File: config.mk
export PLATFORM = sky130hd
export DESIGN_NAME = adc_capture
export DESIGN_NICKNAME = d
export VERILOG_FILES = /design/src/rtl/adc_pkg.sv /design/src/rtl/sck_divider.sv /design/src/rtl/adc_capture.sv
export SDC_FILE = /design/constraint.sdc
export NUM_CORES = 1
export LEC_CHECK = 0
export ABC_AREA = 1
export CORE_ASPECT_RATIO = 0.75
export CORE_UTILIZATION = 40
export DETAILED_ROUTE_END_ITERATION = 7
export PLACE_DENSITY = 0.64
export REMOVE_ABC_BUFFERS = 1
export SLEW_MARGIN = 10
export SYNTH_ARGS = -nofsm -noshare
export SYNTH_HDL_FRONTEND = slang
export SYNTH_SLANG_ARGS = --single-unit
File: constraint.sdc
create_clock -name clk -period 2 [get_ports clk]
set_input_delay 0.4 -clock clk [delete_from_list [all_inputs] [get_ports clk]]
set_output_delay 0.4 -clock clk [all_outputs]
set_load 0.005 [all_outputs]
File: src/rtl/adc_pkg.sv
// Shared constants and state encoding for the LTC1407A capture block.
// Frame layout is expressed as arrival indices, counted from the first SCK rise.
package adc_pkg;

  localparam int FRAME_BITS = 34;
  localparam int A_MSB_IDX  = 2;
  localparam int B_MSB_IDX  = 18;
  localparam int DATA_W     = 14;
  localparam int BIT_W      = $clog2(FRAME_BITS);

  typedef enum logic [1:0] {
    ST_IDLE  = 2'd0,
    ST_CONV  = 2'd1,
    ST_SHIFT = 2'd2,
    ST_DONE  = 2'd3
  } adc_state_e;

  // True when arrival index idx belongs to the field whose MSB arrives at msb_idx.
  function automatic logic in_field(input logic [BIT_W-1:0] idx, input int msb_idx);
    return (int'(idx) >= msb_idx) && (int'(idx) < msb_idx + DATA_W);
  endfunction

endpackage

File: src/rtl/sck_divider.sv
// SPI serial clock generator: SCK_HALF cycles low then SCK_HALF cycles high per period.
// Held in reset while rst is high; the strobes are suppressed in reset.
module sck_divider #(
  parameter int SCK_HALF = 2
) (
  input  logic clk,
  input  logic rst,
  output logic sck,
  output logic rise_stb,
  output logic period_end
);

  localparam int PERIOD  = 2 * SCK_HALF;
  localparam int PHASE_W = $clog2(PERIOD);
  localparam logic [PHASE_W-1:0] PHASE_LAST = PHASE_W'(PERIOD - 1);
  localparam logic [PHASE_W-1:0] RISE_PHASE = PHASE_W'(SCK_HALF - 1);
  localparam logic [PHASE_W-1:0] HIGH_PHASE = PHASE_W'(SCK_HALF);

  logic [PHASE_W-1:0] phase_q, phase_d;
  logic               sck_q, sck_d;

  // SCK is registered from the next phase so the pin changes exactly at the phase boundary.
  always_comb begin
    phase_d = (phase_q == PHASE_LAST) ? '0 : phase_q + PHASE_W'(1);
    sck_d   = (phase_d >= HIGH_PHASE);
  end

  always_ff @(posedge clk) begin
    if (rst) begin
      phase_q <= '0;
      sck_q   <= 1'b0;
    end else begin
      phase_q <= phase_d;
      sck_q   <= sck_d;
    end
  end

  assign sck        = sck_q;
  assign rise_stb   = !rst && (phase_q == RISE_PHASE);
  assign period_end = !rst && (phase_q == PHASE_LAST);

endmodule

File: src/rtl/adc_capture.sv
// LTC1407A capture: periodic AD_CONV pulse, 34-bit serial frame read over SPI_SCK/AD_DOUT,
// two 14-bit two's-complement samples presented with a one-cycle sample_valid strobe.
module adc_capture
  import adc_pkg::*;
#(
  parameter int SCK_HALF      = 2,
  parameter int SAMPLE_PERIOD = 200,
  parameter int DATA_W        = adc_pkg::DATA_W
) (
  input  logic              clk,
  input  logic              rst,
  input  logic              enable,
  input  logic              AD_DOUT,
  output logic              AD_CONV,
  output logic              SPI_SCK,
  output logic              busy,
  output logic [DATA_W-1:0] sample_a,
  output logic [DATA_W-1:0] sample_b,
  output logic              sample_valid,
  output adc_state_e        dbg_state
);

  localparam int PER_W = (SAMPLE_PERIOD > 1) ? $clog2(SAMPLE_PERIOD) : 1;
  localparam logic [PER_W-1:0] PER_LAST = PER_W'(SAMPLE_PERIOD - 1);
  localparam int CONV_CYCLES = 2 * SCK_HALF;
  localparam int CONV_W      = $clog2(CONV_CYCLES);
  localparam logic [CONV_W-1:0] CONV_LAST = CONV_W'(CONV_CYCLES - 1);
  localparam logic [BIT_W-1:0]  BIT_LAST  = BIT_W'(FRAME_BITS - 1);

  adc_state_e         state_q, state_d;
  logic [PER_W-1:0]   period_cnt_q, period_cnt_d;
  logic [CONV_W-1:0]  conv_cnt_q, conv_cnt_d;
  logic [BIT_W-1:0]   bit_cnt_q, bit_cnt_d;
  logic [DATA_W-1:0]  shift_a_q, shift_a_d;
  logic [DATA_W-1:0]  shift_b_q, shift_b_d;
  logic [DATA_W-1:0]  sample_a_q, sample_a_d;
  logic [DATA_W-1:0]  sample_b_q, sample_b_d;
  logic               ad_conv_q, ad_conv_d;
  logic               busy_q, busy_d;
  logic               valid_q, valid_d;

  logic start;
  logic div_rst;
  logic sck;
  logic sck_rise;
  logic sck_period_end;

  assign start   = (state_q == ST_IDLE) && enable && (period_cnt_q == PER_LAST);
  assign div_rst = rst || (state_q != ST_SHIFT);

  sck_divider #(
    .SCK_HALF (SCK_HALF)
  ) u_sck_divider (
    .clk        (clk),
    .rst        (div_rst),
    .sck        (sck),
    .rise_stb   (sck_rise),
    .period_end (sck_period_end)
  );

  always_comb begin
    state_d = state_q;
    case (state_q)
      ST_IDLE:  if (start) state_d = ST_CONV;
      ST_CONV:  if (conv_cnt_q == CONV_LAST) state_d = ST_SHIFT;
      ST_SHIFT: if (sck_period_end && (bit_cnt_q == BIT_LAST)) state_d = ST_DONE;
      ST_DONE:  state_d = ST_IDLE;
      default:  state_d = ST_IDLE;
    endcase
  end

  // Counters and the two field shifters; bit_cnt_q is the arrival index during its SCK period.
  always_comb begin
    period_cnt_d = period_cnt_q;
    if (start) begin
      period_cnt_d = '0;
    end else if (period_cnt_q != PER_LAST) begin
      period_cnt_d = period_cnt_q + PER_W'(1);
    end

    conv_cnt_d = '0;
    if ((state_q == ST_CONV) && (conv_cnt_q != CONV_LAST)) begin
      conv_cnt_d = conv_cnt_q + CONV_W'(1);
    end

    bit_cnt_d = '0;
    if (state_q == ST_SHIFT) begin
      bit_cnt_d = sck_period_end ? bit_cnt_q + BIT_W'(1) : bit_cnt_q;
    end

    shift_a_d = shift_a_q;
    shift_b_d = shift_b_q;
    if (sck_rise && in_field(bit_cnt_q, A_MSB_IDX)) begin
      shift_a_d = {shift_a_q[DATA_W-2:0], AD_DOUT};
    end
    if (sck_rise && in_field(bit_cnt_q, B_MSB_IDX)) begin
      shift_b_d = {shift_b_q[DATA_W-2:0], AD_DOUT};
    end
  end

  // Outputs are registered from the next state so each pin is a flop with no decode glitches.
  // sample_valid is a one-cycle strobe with no back-pressure: the consumer must take
  // sample_a/sample_b in the cycle it is high (they then hold until the next strobe).
  always_comb begin
    sample_a_d = sample_a_q;
    sample_b_d = sample_b_q;
    if (state_d == ST_DONE) begin
      sample_a_d = shift_a_q;
      sample_b_d = shift_b_q;
    end
    ad_conv_d = (state_d == ST_CONV);
    busy_d    = (state_d != ST_IDLE);
    valid_d   = (state_d == ST_DONE);
  end

  always_ff @(posedge clk) begin
    if (rst) begin
      state_q      <= ST_IDLE;
      period_cnt_q <= PER_LAST;
      conv_cnt_q   <= '0;
      bit_cnt_q    <= '0;
      shift_a_q    <= '0;
      shift_b_q    <= '0;
      sample_a_q   <= '0;
      sample_b_q   <= '0;
      ad_conv_q    <= 1'b0;
      busy_q       <= 1'b0;
      valid_q      <= 1'b0;
    end else begin
      state_q      <= state_d;
      period_cnt_q <= period_cnt_d;
      conv_cnt_q   <= conv_cnt_d;
      bit_cnt_q    <= bit_cnt_d;
      shift_a_q    <= shift_a_d;
      shift_b_q    <= shift_b_d;
      sample_a_q   <= sample_a_d;
      sample_b_q   <= sample_b_d;
      ad_conv_q    <= ad_conv_d;
      busy_q       <= busy_d;
      valid_q      <= valid_d;
    end
  end

  assign AD_CONV      = ad_conv_q;
  assign SPI_SCK      = sck;
  assign busy         = busy_q;
  assign sample_a     = sample_a_q;
  assign sample_b     = sample_b_q;
  assign sample_valid = valid_q;
  assign dbg_state    = state_q;

endmodule

Word-level counts from Yosys, hierarchy flattened
Index checks and enable logic that the tools add are counted.
- word-level logic and storage cells: 63
- output and inout bits: 34
- register bits after elaboration: 80
- input bits: 4
- multiplexer cells: 7
- reductions and logical operators: 18
- bitwise gates (word level): 2
- equality and inequality tests: 13
- add/subtract/negate cells: 4
- magnitude comparators: 5
- operators by type and width (operator ; number):
    $mux 8 ; 2
    $eq 2x2->1 const B ; 5
    $logic_and 1x1->1 ; 10
    $add 8x1->8 const B ; 1
    $eq 8x8->1 const B ; 1
    $mux 2 ; 4
    $ne 8x8->1 const B ; 1
    $pmux 2 s4 ; 1
    $add 6x1->6 const B ; 1
    $eq 2x1->1 const B ; 3
    $eq 6x6->1 const B ; 1
    $ge 6x2->1 const B ; 1
    $ge 6x5->1 const B ; 1
    $lt 6x5->1 const B ; 1
    $lt 6x6->1 const B ; 1
    $reduce_or 2->1 ; 3
    $add 2x1->2 const B ; 2
    $ne 2x2->1 const B ; 2
    $reduce_bool 2->1 ; 2
    $ge 2x2->1 const B ; 1
    $logic_not 2->1 ; 1
    $not 1->1 ; 2
    $logic_not 1->1 ; 1
    $logic_or 1x1->1 ; 1

Logic depth before layout (Yosys ltp)
Gate-level depths: netlist of run 1.
- word-level depth: 8
- mapped depth: 10
- mapped depth without buffers: 8

Hierarchy
Synthesis of run 1 repeated with hierarchy kept, for this count alone.
- cell total of the unflattened synthesis: 393
- area, all modules: 3037.9 µm²
- modules (own cells, without submodules) (module ; seq. area each (µm²) ; area each (µm²) ; instances ; cells each):
    adc_capture ; 1541.5 ; 2936.6 ; 1 ; 380
    sck_divider ; 40.0 ; 101.3 ; 1 ; 13

Worst setup path before layout of run 1
No wires, ideal clock.
- kind: reg2reg
- start point: reg bit_cnt_q[1]
- end point: reg sample_b_q[1] (netlist: sample_b[1])
- period minus slack after synthesis: 1360 ps
- arrival time: 1245 ps
- library setup time: 115 ps
- buffers on the path: 1
- cell stages (with the launch flop): 10
- required time: 1885 ps
- slack: 640 ps
- cell sequence: dfxtp_1 -> inv_1 -> ha_1 -> nand3_1 -> nor2_1 -> nand2_2 -> clkbuf_1 -> nand2_1 -> o21ai_0 -> inv_1
- word-level cells in the longest chain between the ends: 5
- RTL lines (item ; RTL line ; text):
    from (decl) ; adc_capture.sv:33 ; logic [BIT_W-1:0] bit_cnt_q, bit_cnt_d;
    from (signal assigned) ; adc_capture.sv:133 ; bit_cnt_q <= bit_cnt_d;
    $eq 6x6->1 ; adc_capture.sv:66 ; ST_SHIFT: if (sck_period_end && (bit_cnt_q == BIT_LAST)) state_d = ST_DONE;
    $logic_and 1x1->1 ; adc_capture.sv:66 ;
    $mux 2 ; adc_capture.sv:66 ;
    $pmux 2 s4 ; adc_capture.sv:63 ; case (state_q)
    $eq 2x2->1 ; adc_capture.sv:107 ; if (state_d == ST_DONE) begin
    to (signal assigned) ; adc_capture.sv:137 ; sample_b_q <= sample_b_d;
    to (decl) ; adc_capture.sv:37 ; logic [DATA_W-1:0] sample_b_q, sample_b_d;
Every way passes these cells.
A chain may end at the register's enable or synchronous reset.

Worst setup path after layout of run 1
- start point: reg state_q[1] (netlist: dbg_state[1])
- end point: out dbg_state[1]
- RTL lines (item ; RTL line ; text):
    from (decl) ; adc_capture.sv:30 ; adc_state_e state_q, state_d;
    from (signal assigned) ; adc_capture.sv:130 ; state_q <= state_d;
    to (decl) ; adc_capture.sv:20 ; output adc_state_e dbg_state
No word-level cell between the ends.

==> results of run 1 <==
==> through the flow <==
| step | instance area (µm²) | total power [mW] |
|---|---|---|
| after floorplan | 3200 | 2.02 |
| after global routing | 4000 | 3.57 |
| final | 4000 | 3.38 |
| after CTS | 4000 | 3.42 |
| after detailed placement | 3780 | 2.15 |
| after global placement | 3780 | 2.14 |
==> cells by family (layout without fill, tap and decap cells) <==
family / after synthesis / in the layout / synth area share (%)
AND/OR/NAND/NOR: 218 / 218 / 27.9
buffers and inverters: 91 / 133 / 11.4
flip-flops: 79 / 79 / 47.9
AO/OA/AOI/OAI: 54 / 54 / 9.33
adder cells (fa/ha/maj): 7 / 7 / 2.65
XOR/XNOR: 3 / 3 / 0.797
==> registers in the layout, indices dropped and copies added, names as in the netlist, 2 cells and up <==
name          count
bit_cnt_q         6
conv_cnt_q        2
dbg_state         2
period_cnt_q      8
sample_a         14
sample_b         14
shift_a_q        14
shift_b_q        14
==> path summary, 6_finish.rpt <==
check                 from            end  slack [ns]
max           dbg_state[1]   dbg_state[1]        0.28
min          conv_cnt_q[0]  conv_cnt_q[0]        0.42
min reg2reg  conv_cnt_q[0]  conv_cnt_q[0]        0.42
max reg2reg   bit_cnt_q[1]    sample_b[1]        0.47
==> layer usage <==
metal	vias to the layer above	routed length, µm	share of wire [%]	global-route usage, %
li1	1473	-	-	-
met3	6	296	4.6	5.44
met4	0	42	0.65	4.52
met1	1220	3340	52	21.3
met5	-	0	0	0
met2	50	2740	43	25.2
==> synthesized netlist by cell type, types with 2 or more instances <==
master,number,area (µm²)
sky130_fd_sc_hd__buf_4,2,15.0
sky130_fd_sc_hd__o21ai_1,20,100
sky130_fd_sc_hd__nand4_1,16,100
sky130_fd_sc_hd__buf_6,3,33.8
sky130_fd_sc_hd__nor3b_1,2,15.0
sky130_fd_sc_hd__nor3_1,3,15.0
sky130_fd_sc_hd__o21bai_1,14,105
sky130_fd_sc_hd__buf_2,2,10.0
sky130_fd_sc_hd__nor2_1,72,270
sky130_fd_sc_hd__a21oi_1,7,35.0
sky130_fd_sc_hd__inv_2,2,7.51
sky130_fd_sc_hd__nand3_1,16,80.1
sky130_fd_sc_hd__nand2_2,2,12.5
sky130_fd_sc_hd__xor2_1,2,17.5
sky130_fd_sc_hd__o21ai_0,11,55.1
sky130_fd_sc_hd__inv_1,71,267
sky130_fd_sc_hd__dfxtp_1,79,1580
sky130_fd_sc_hd__clkbuf_1,10,37.5
sky130_fd_sc_hd__nand2_1,103,387
sky130_fd_sc_hd__ha_1,7,87.6
==> final cells by class <==
class | count | area, µm² | area share (%)
Sequential cell | 79 | 1580 | 39.6
Multi-Input combinational cell | 282 | 1340 | 33.6
Timing Repair Buffer | 45 | 455 | 11.4
Inverter | 73 | 274 | 6.86
Tap cell | 105 | 131 | 3.29
Clock buffer | 9 | 124 | 3.10
Clock inverter | 6 | 86.3 | 2.16
==> report_power, final <==
group / internal (mW) / switching, mW / leakage, nW / total, mW
clock: 0.693 / 0.570 / 0.105 / 1.26
sequential: 1.65 / 0.0591 / 0.638 / 1.71
combinational: 0.176 / 0.228 / 1.19 / 0.404
==> metrics list, run 1 <==
* Leakage power: 1.93 nW
* Power per cell area: around 850 nW/µm²
* Most common cell after layout, fill and taps aside: sky130_fd_sc_hd__nand2_1
- Slowest library cell on the worst path: sky130_fd_sc_hd__clkdlybuf4s50_1
* Worst setup margin: approximately 0.28 ns
* # setup viols final: 0
- In this run the number of cells on the critical path is 1.
- In this run the vertical extent of the chip is 80.7 µm.
- Clock buffers created by TritonCTS: 9
- In the layout the commonest cells are sky130_fd_sc_hd__nand2_1, sky130_fd_sc_hd__dfxtp_1, sky130_fd_sc_hd__nor2_1, sky130_fd_sc_hd__inv_1, sky130_fd_sc_hd__clkdlybuf4s50_1.
- Core area: between 7000 and 8000 µm²
* Via Count: roughly 2700
* Antenna violations before repair: 0
- Max-slew violation total from the final report: 0
* Count of TritonRoute iterations in the first routing pass: 4
- Gr usage total: around 16%
- Along the worst hold path, the cell count comes to 1.
- Port buffer count: 37
* Syn Std Cell Area: between 3000 and 4000 µm²
* Min-Delay Path Class: reg2reg
- The H-tree was split into 3 levels.
* Die outline width: approximately 110 µm
- For this run, the leading register cell type out of synthesis is sky130_fd_sc_hd__dfxtp_1.
- Synthesized instance count: between 400 and 500
- The number of antenna diodes in the final layout is 0.
- Startpoint type of the worst setup path: register
- After synthesis, the netlist uses 28 different library cells.
- The number of failing hold endpoints at the final stage was 0.
- At the placement stage, the worst setup path has a slack of about 0.025 ns.
* Status: completed
- Gates resized during post-CTS repair numbered 0.
* Setup repair after global routing missed its margin: no
* Detail-routed via count per cell: between 4 and 5
* Mean area per synthesized cell: between 7 and 8 µm²
- Tightest slew margin relative to the limit: between 70% and 80%
* Cells traversed along the worst timing path: clkdlybuf4s50_1
- Register bit total from synthesis: ~80
- In the finished design, the share of the clock period the worst path needs comes to between 80% and 90%.
- IR analysis of the VDD net gives a maximum drop of 402 µV.
- Critical path buffer and inverter count: 1
- For this configuration, the core starts out at a cell density of 41.5%.
- The first global-routing pass estimated about 11000 µm of wire.
- # hold bufs at CTS: 0
- Final clock skew: between 0.01 and 0.015 ns
- Master cell of the clock root buffer: sky130_fd_sc_hd__clkbuf_8
* Violation count after the first detailed-routing iteration: 91
- Of all flip-flops after synthesis, the portion carrying an async set or reset was 0%.
- The clock reaches the later pin of the worst-skew pair after roughly 0.35 ns.
- Sequential share of the synthesized area: 47.9%
* Floorplan row count: 28
* Clock transition at the register clock pins on the worst setup and hold paths after CTS: ~0.070 ns
- Count of non-filler cells in the finished layout: approximately 600
- Largest buffer count on any clock path: 2
- Across all hold checks on the routed design, the worst slack comes to ~0.42 ns.
- Yosys mapped a number of flops with a built-in enable equal to 0.
* Total global routing overflow: 0
- Static timing analysis puts the maximum clock frequency at approximately 580 MHz.
* Number of DRC violations after detailed routing: 0
- On the critical path the largest part of the delay comes from buffers and inverters.
* Signed area change from the synthesized netlist to the final layout: 21.1%
- The number of cells on the worst reg-to-reg path is 8.
* Data required time at the worst endpoint: approximately 1.6 ns
- The HPWL after detailed placement is roughly 4200 µm.
- DIE AREA: 8620 µm²
- I/O pin count: 38
- In the final design database the tool counted 501 nets.
- Share of the core filled with cells: 50.2%
- Measured slew at the worst slew-check pin: 0.305 ns
- The tool flagged a number of max-cap violations equal to 0.
- For this block, the routed nets add up to between 6000 and 7000 µm of wire.
- Routability-driven placement finished with a final weighted congestion of between 0.7 and 0.8.
- For this run, the slowest stage of the critical path takes 0.54 ns.
- The number of placed instances, taps included, is around 580.
* Highest fanout seen on the critical path: 3
- # clock sinks: between 70 and 80
* Largest net degree at the start of global routing: 51
* Total of warnings raised by yosys: 0
* Fill cell total of the finished layout: ~770
- Vias in the first global route: between 2000 and 2500
* Buffer count from post-CTS setup fixing: 0
- Remaining number of nets flagged by the antenna check after routing: 0
- Of the cells placed in the final design, the portion with a size suffix greater than 1 is 6.28%.
- The routed design could run at a clock period as short as approximately 1.7 ns.
* Wire per inst: between 10 and 15 µm
* Crit. End Element: output pin
- Data arrival time of the critical path: 1.32 ns
- By startpoint and endpoint, the worst setup path is classified as reg2out.
- TritonCTS clock tree: yes
* Final total negative setup slack: 0 ns
No activity file was read; power rests on OpenSTA's default activity.
==> inputs of run 2 (changes only) <==
GPL_TIMING_DRIVEN = 0   (was unset)
PLACE_DENSITY = 0.66   (was 0.64)
clock period = 1.4 ns   (was 2 ns; I/O delays follow)
==> metrics list, run 2 (synthesis results as in run 1) <==
- The run finished with clean final reports.
- Once layout is done, the placed cells without fillers occupy approximately 4500 µm².
- The finished layout holds 621 standard cells, fillers aside.
- Once detailed placement completed, the half-perimeter wirelength came to roughly 4000 µm.
* Total number of nets in the final design: approximately 520
- The die covers 8620 µm².
* Largest buffer count on any clock path: 2
* GP Congestion: between 0.8 and 0.9
- The number of clock buffers added by TritonCTS is 9.
- The number of failing hold endpoints at the final stage is 0.
- The first global-routing pass estimated around 12000 µm of wire.
- For this run, the top clock speed supported by timing is between 700 and 800 MHz.
- In the routed layout, each cell is associated on average with a via count of slightly below 5.
- Global-route met3 utilization: 4.71%
- After floorplanning, the core was sized to cover roughly 8000 µm².
* Placed cell count: 576
* Power per cell area: roughly 1100 nW/µm²
- Max-slew violation total from the final report: 0
* TritonCTS clock tree: yes
* Number of DRC violations after detailed routing: 0
- Between clock sinks in the finished design, the worst skew comes to between 0.008 and 0.009 ns.
- Wire per inst: 13.3 µm
- For this run, global-route usage on met1 was measured as between 20% and 30%.
* Signed area change from the synthesized netlist to the final layout: 35.9%
- Setup repair after global routing could not meet its margin everywhere.
* Gr usage total: approximately 18%
- Row generation in the floorplan step produced 28 rows.
* Most common cell after layout, fill and taps aside: sky130_fd_sc_hd__nand2_1
- Along the worst path, the maximum fanout reaches 8.
- Max Cap Violations: 0
* Share of cells above drive strength 1: 25.2%
- Height of the chip: 80.7 µm
- Clock latency at the later pin of the worst-skew pair: between 0.3 and 0.4 ns
* Vias in the first global route: 2584
- Measured slew at the worst slew-check pin: approximately 0.33 ns
- Worst Hold Launch: rst
* Tightest slew margin relative to the limit: 77.7%
* Data required time at the worst endpoint: 1.65 ns
- Via Count: around 3000
- Top library cells by usage in the layout, fill and taps aside: sky130_fd_sc_hd__nand2_1, sky130_fd_sc_hd__inv_1, sky130_fd_sc_hd__nor2_1, sky130_fd_sc_hd__dfxtp_1, sky130_fd_sc_hd__dlygate4sd2_1
- Inserted Diodes: 0
- Total global routing overflow: 0
- Die outline width: between 100 and 150 µm
* Worst Setup Slack post-DPL: -2.11 ns
* Count of TritonRoute iterations in the first routing pass: 5
- Violation count after the first detailed-routing iteration: 201
- Global routing used 29.9% of the available met2 tracks.
* Clock transition at the register clock pins on the worst setup and hold paths after CTS: 0.08 ns
- Worst setup margin: 0.0243 ns
- I/O pin count: 38
- Type of the worst setup path: reg2reg
* Final Critical Period: 1.38 ns
* # setup viols final: 0
- Cell area reported after detailed placement: between 3000 and 4000 µm²
- The global routing stage identified its most utilized layer as met2.
- Worst setup path startpoint: bit_cnt_q[1]
- Share of the core filled with cells: 56.4%
- The tree built by TritonCTS fans out to 79 sinks.
- Summed over all cells, the static leakage comes to around 2.2 nW.
- STA classifies the critical path endpoint as a register.
- Once the floorplan was initialized, standard cells occupied between 40% and 50% of the core.
- Startpoint of the worst-slack reg-to-reg timing path: bit_cnt_q[1]
- Master cell of the clock root buffer: sky130_fd_sc_hd__clkbuf_8
- Remaining number of nets flagged by the antenna check after routing: 0
- STA classifies the critical path startpoint as a register.
- Largest net degree at the start of global routing: 27
- Worst vdd ir: 589 µV
- Buffers placed on the I/O ports in this run total 37.
* Number of H-tree branching levels: 3
* Antenna violations before repair: 0
- The tightest min-delay check is of the in2reg type.
- Dividing the final minimum period by the clock period gives 98.3%.
- Final routed wirelength across all metal layers: 8280 µm
* Data arrival time of the critical path: approximately 1.6 ns
## run 2: cell count changes in the layout (fill, tap and decap cells not counted), moves of 11 or more
cell	change
sky130_fd_sc_hd__dfxtp_1	-30
sky130_fd_sc_hd__buf_4	+12
sky130_fd_sc_hd__dlygate4sd2_1	+34
sky130_fd_sc_hd__nor2_1	-13
sky130_fd_sc_hd__o21ai_2	+20
sky130_fd_sc_hd__dfxtp_2	+28
sky130_fd_sc_hd__clkdlybuf4s50_1	-35
sky130_fd_sc_hd__o21ai_1	-11
## run 2: worst max-delay path, cell delays in order (launching register included)
cell and delay [ns]:
sky130_fd_sc_hd__dfxtp_4 0.38, sky130_fd_sc_hd__inv_4 0.07, sky130_fd_sc_hd__ha_4 0.13, sky130_fd_sc_hd__nand3_4 0.07, sky130_fd_sc_hd__nor2_4 0.11, sky130_fd_sc_hd__buf_12 0.20
sky130_fd_sc_hd__nand2_8 0.11, sky130_fd_sc_hd__o21ai_2 0.14, sky130_fd_sc_hd__inv_1 0.05
## run 2: per-stage QoR
stage	hold WS, ns	power (mW)	setup TNS [ns]
after detailed placement	0.411	3.06	-130.23
after CTS	0.262	4.76	-0.0209
after floorplan	0.349	2.88	-22.63
after global placement	0.407	3.04	-129.33
after global routing	0.296	5.04	-0.336
final	0.281	4.79	0
## run 2: area by class of cell
type,count,area (µm²)
flip-flops and latches,79,1620
repair inverters,1,8.76
well taps,105,131
clock inverters,5,57.6
inverters,73,310
repair buffers,58,524
multi-input cells,289,1690
fillers,700,3470
clock buffers,11,141
## run 2: path summary, 6_finish.rpt
path,cells past startpoint,slack (ns),to
worst min-delay path,2,0.28,AD_CONV
worst min register to register,1,0.43,u_sck_divider.phase_q[0]
worst max-delay path,8,0.02,sample_b[1]
worst max register to register,8,0.02,sample_b[1]
## run 2: metal layers
metal / routed length [µm] / vias to the layer above
met4: 282 / 0
met5: 0 / -
met1: 3700 / 1382
met3: 477 / 19
li1: - / 1528
met2: 3820 / 83
## run 2: report_power, final
group / switching [mW] / internal (mW) / total [mW]
Clock: 0.827 / 0.870 / 1.70
Sequential: 0.0837 / 2.36 / 2.45
Combinational: 0.377 / 0.271 / 0.647
## run 2: timing repair
| action | CTS | global route |
|---|---|---|
| hold buffers | 0 | 0 |
| pin swaps | 7 | 14 |
| cloned | 4 | 4 |
| buffers inserted | 8 | 14 |
| resized for setup | 95 | 61 |
| endpoints found under the setup margin | 111 | 68 |
==> inputs of run 3 (changes only) <==
CORE_MARGIN = 4   (was unset)
CORE_UTILIZATION = 45   (was 40)
PLACE_DENSITY = 0.73   (was 0.66)
==> metrics list, run 3 (synthesis results as in run 1) <==
* Status: complete, but fails checks
- Violations in the final reports: setup timing
- Summed over all cells, the static leakage comes to 2.28 nW.
- The worst hold path belongs to the class in2reg.
- Total global routing overflow: 0
- Worst vdd ir: between 700 and 800 µV
- Period Utilization, post-route: 104%
- Setup slack on the critical path of the routed design comes to -0.0574 ns.
* R2R setup slack: -0.06 ns
- In the final layout, the multi-input gates occupy approximately 1700 µm².
- At the worst endpoint, the arrival time is about 1.7 ns.
* Final Critical Period: ~1.5 ns
- 38 I/O pins were placed.
- Summed over all nets, the half-perimeter wirelength after detailed placement is around 3900 µm.
- Once the floorplan was initialized, standard cells occupied between 40% and 50% of the core.
* Worst Reg2Reg Path Length in Cells: 8
- Dividing total power by cell area gives a power density of between 1000 and 1500 nW/µm².
- Placed cell count: about 570
- Number of H-tree branching levels: 3
* Floorplan row count: 26
- Share of cells above drive strength 1: about a quarter
- Clock transition at the register clock pins on the worst setup and hold paths after CTS: ~0.090 ns
- Critical path buffer and inverter count: 3
- The final layout contains about 530 nets.
- Inserted Diodes: 0
- Measured slew at the worst slew-check pin: 0.294 ns
- Across the routed clock network, the largest skew measured is between 0.01 and 0.015 ns.
* Count of non-filler cells in the finished layout: approximately 620
- The worst register-to-register path ends at sample_a[2].
- Startpoint type of the worst setup path: register
* Final routed wirelength across all metal layers: roughly 9300 µm
* Data required time at the worst endpoint: approximately 1.7 ns
- # hold bufs at CTS: 0
* Violation count after the first detailed-routing iteration: approximately 180
* Antenna violations before repair: 0
- Type of the worst setup path: reg2reg
* Die outline width: 107 µm
- Dividing the detail-routed via count by the number of cells gives 5.11.
- DIE AREA: about 8800 µm²
- Worst setup path startpoint: bit_cnt_q[1]
- Final total negative setup slack: -0.237 ns
- The sequential cells in the finished layout cover a total of about 1600 µm².
- In this run the remaining antenna-violating nets after routing total 0.
- Global routing used between 10% and 20% of the available tracks.
- Port buffer count: 37
- Counting the fill cells in the layout gives approximately 570.
- CP max stage delay: about 0.38 ns
* Max-slew violation total from the final report: 0
* Clock buffers created by TritonCTS: 9
* Count of cell instances traversed by the critical path: 8
* Signed area change from the synthesized netlist to the final layout: 40.2%
* Top library cells by usage in the layout, fill and taps aside: sky130_fd_sc_hd__nand2_1, sky130_fd_sc_hd__inv_1, sky130_fd_sc_hd__nor2_1, sky130_fd_sc_hd__dfxtp_1, sky130_fd_sc_hd__dlygate4sd2_1
- Count of endpoints failing hold in the final timing report: 0
- Max Cap Violations: 0
- Largest net degree at the start of global routing: 26
- The first global-routing pass estimated approximately 13000 µm of wire.
* Highest clock rate: 686 MHz
- Largest buffer count on any clock path: 2
- The startpoint identified for the worst register-to-register timing path is bit_cnt_q[1].
- For this design, the slowest cell found on the critical path is sky130_fd_sc_hd__dfxtp_4.
- Cells traversed along the worst timing path: inv_6 -> ha_4 -> nand3_4 -> nor2_4 -> buf_12 -> nand2_8 -> o21ai_1 -> inv_1
- GP Congestion: 0.795
- Tightest slew margin relative to the limit: 80.4%
- Setup repair after global routing could not meet its margin everywhere.
* End point of the critical path: sample_a[2]
- The pre-antenna-repair detailed-routing pass consisted of 4 iterations.
- Height of the chip: between 80 and 90 µm
* Highest fanout seen on the critical path: 8
* Crit. End Element: register
- Clock latency at the later pin of the worst-skew pair: roughly 0.36 ns
- # clock sinks: 79
- Master cell of the clock root buffer: sky130_fd_sc_hd__clkbuf_8
- Via Count: 3157
- The core region is around 7000 µm².
- After detailed routing, the average wire length per cell comes to 15.1 µm.
- # setup viols final: 15
- TritonCTS clock tree: yes
- Number of DRC violations after detailed routing: 0
- Most common cell after layout, fill and taps aside: sky130_fd_sc_hd__nand2_1
- Vias in the first global route: around 2900
- Among cell families on the critical path, the largest total delay comes from flip-flops.
-- run 3: cell count changes in the layout (fill, tap and decap cells not counted), sizes merged --
cell / previous run / this run
clkinvlp: 3 / 1
buf: 22 / 23
clkinv: 1 / 5
nor2: 74 / 75
-- run 3: layout make-up --
class | instances | area share [%]
multi-input combinational | 290 | 37.5
timing repair buffer | 60 | 13.4
sequential | 79 | 35.0
clock buffer | 10 | 2.76
clock inverter | 6 | 1.33
inverter | 73 | 6.93
tap | 98 | 2.65
timing repair inverter | 2 | 0.379
-- run 3: per-stage QoR --
step	setup WS [ns]	total power, mW	util (%)	hold slack (ns)	area, µm²
4_1_cts	-0.0153	4.69	60.7	0.307	4230
6_report	-0.0574	4.80	66.4	0.319	4620
5_1_grt	-0.125	5.02	66.4	0.318	4620
2_1_floorplan	-0.523	2.88	-	0.349	3200
3_3_place_gp	-2.05	3.04	53.0	0.408	3690
3_5_place_dp	-2.05	3.06	53.0	0.419	3690
-- run 3: how the worst min path moves through the flow --
| stage | to | startpoint | cells past startpoint | slack (ns) |
|---|---|---|---|---|
| 2_1_floorplan | AD_CONV | rst | 1 | 0.35 |
| 3_3_place_gp | conv_cnt_q[0] | conv_cnt_q[0] | 1 | 0.41 |
| 3_5_place_dp | conv_cnt_q[0] | conv_cnt_q[0] | 1 | 0.42 |
| 4_1_cts | AD_CONV | rst | 2 | 0.31 |
| 5_1_grt | AD_CONV | rst | 2 | 0.32 |
| 6_report | AD_CONV | rst | 2 | 0.32 |
-- run 3: routing by layer --
metal / vias to the layer above / routed length, µm / global-route usage, %
li1: 1545 / - / -
met1: 1460 / 4060 / 24.0
met2: 116 / 4370 / 33.5
met3: 36 / 574 / 5.05
met4: 0 / 340 / 6.77
met5: - / 0 / 0
-- run 3: repair_timing --
action                     4_1_cts  5_1_grt
gates cloned                     8        4
hold endpoints to repair         0        0
resized for setup               96       70
pin swaps                        9       11
setup endpoints to repair      111       65
buffers inserted                11       10
-- run 3: power breakdown --
| group | total, mW | leakage (nW) | switching [mW] | internal (mW) |
|---|---|---|---|---|
| logic | 0.698 | 1.53 | 0.401 | 0.296 |
| clock network | 1.66 | 0.0960 | 0.839 | 0.818 |
| registers | 2.44 | 0.650 | 0.0781 | 2.36 |
| total | 4.80 | 2.28 | 1.32 | 3.48 |
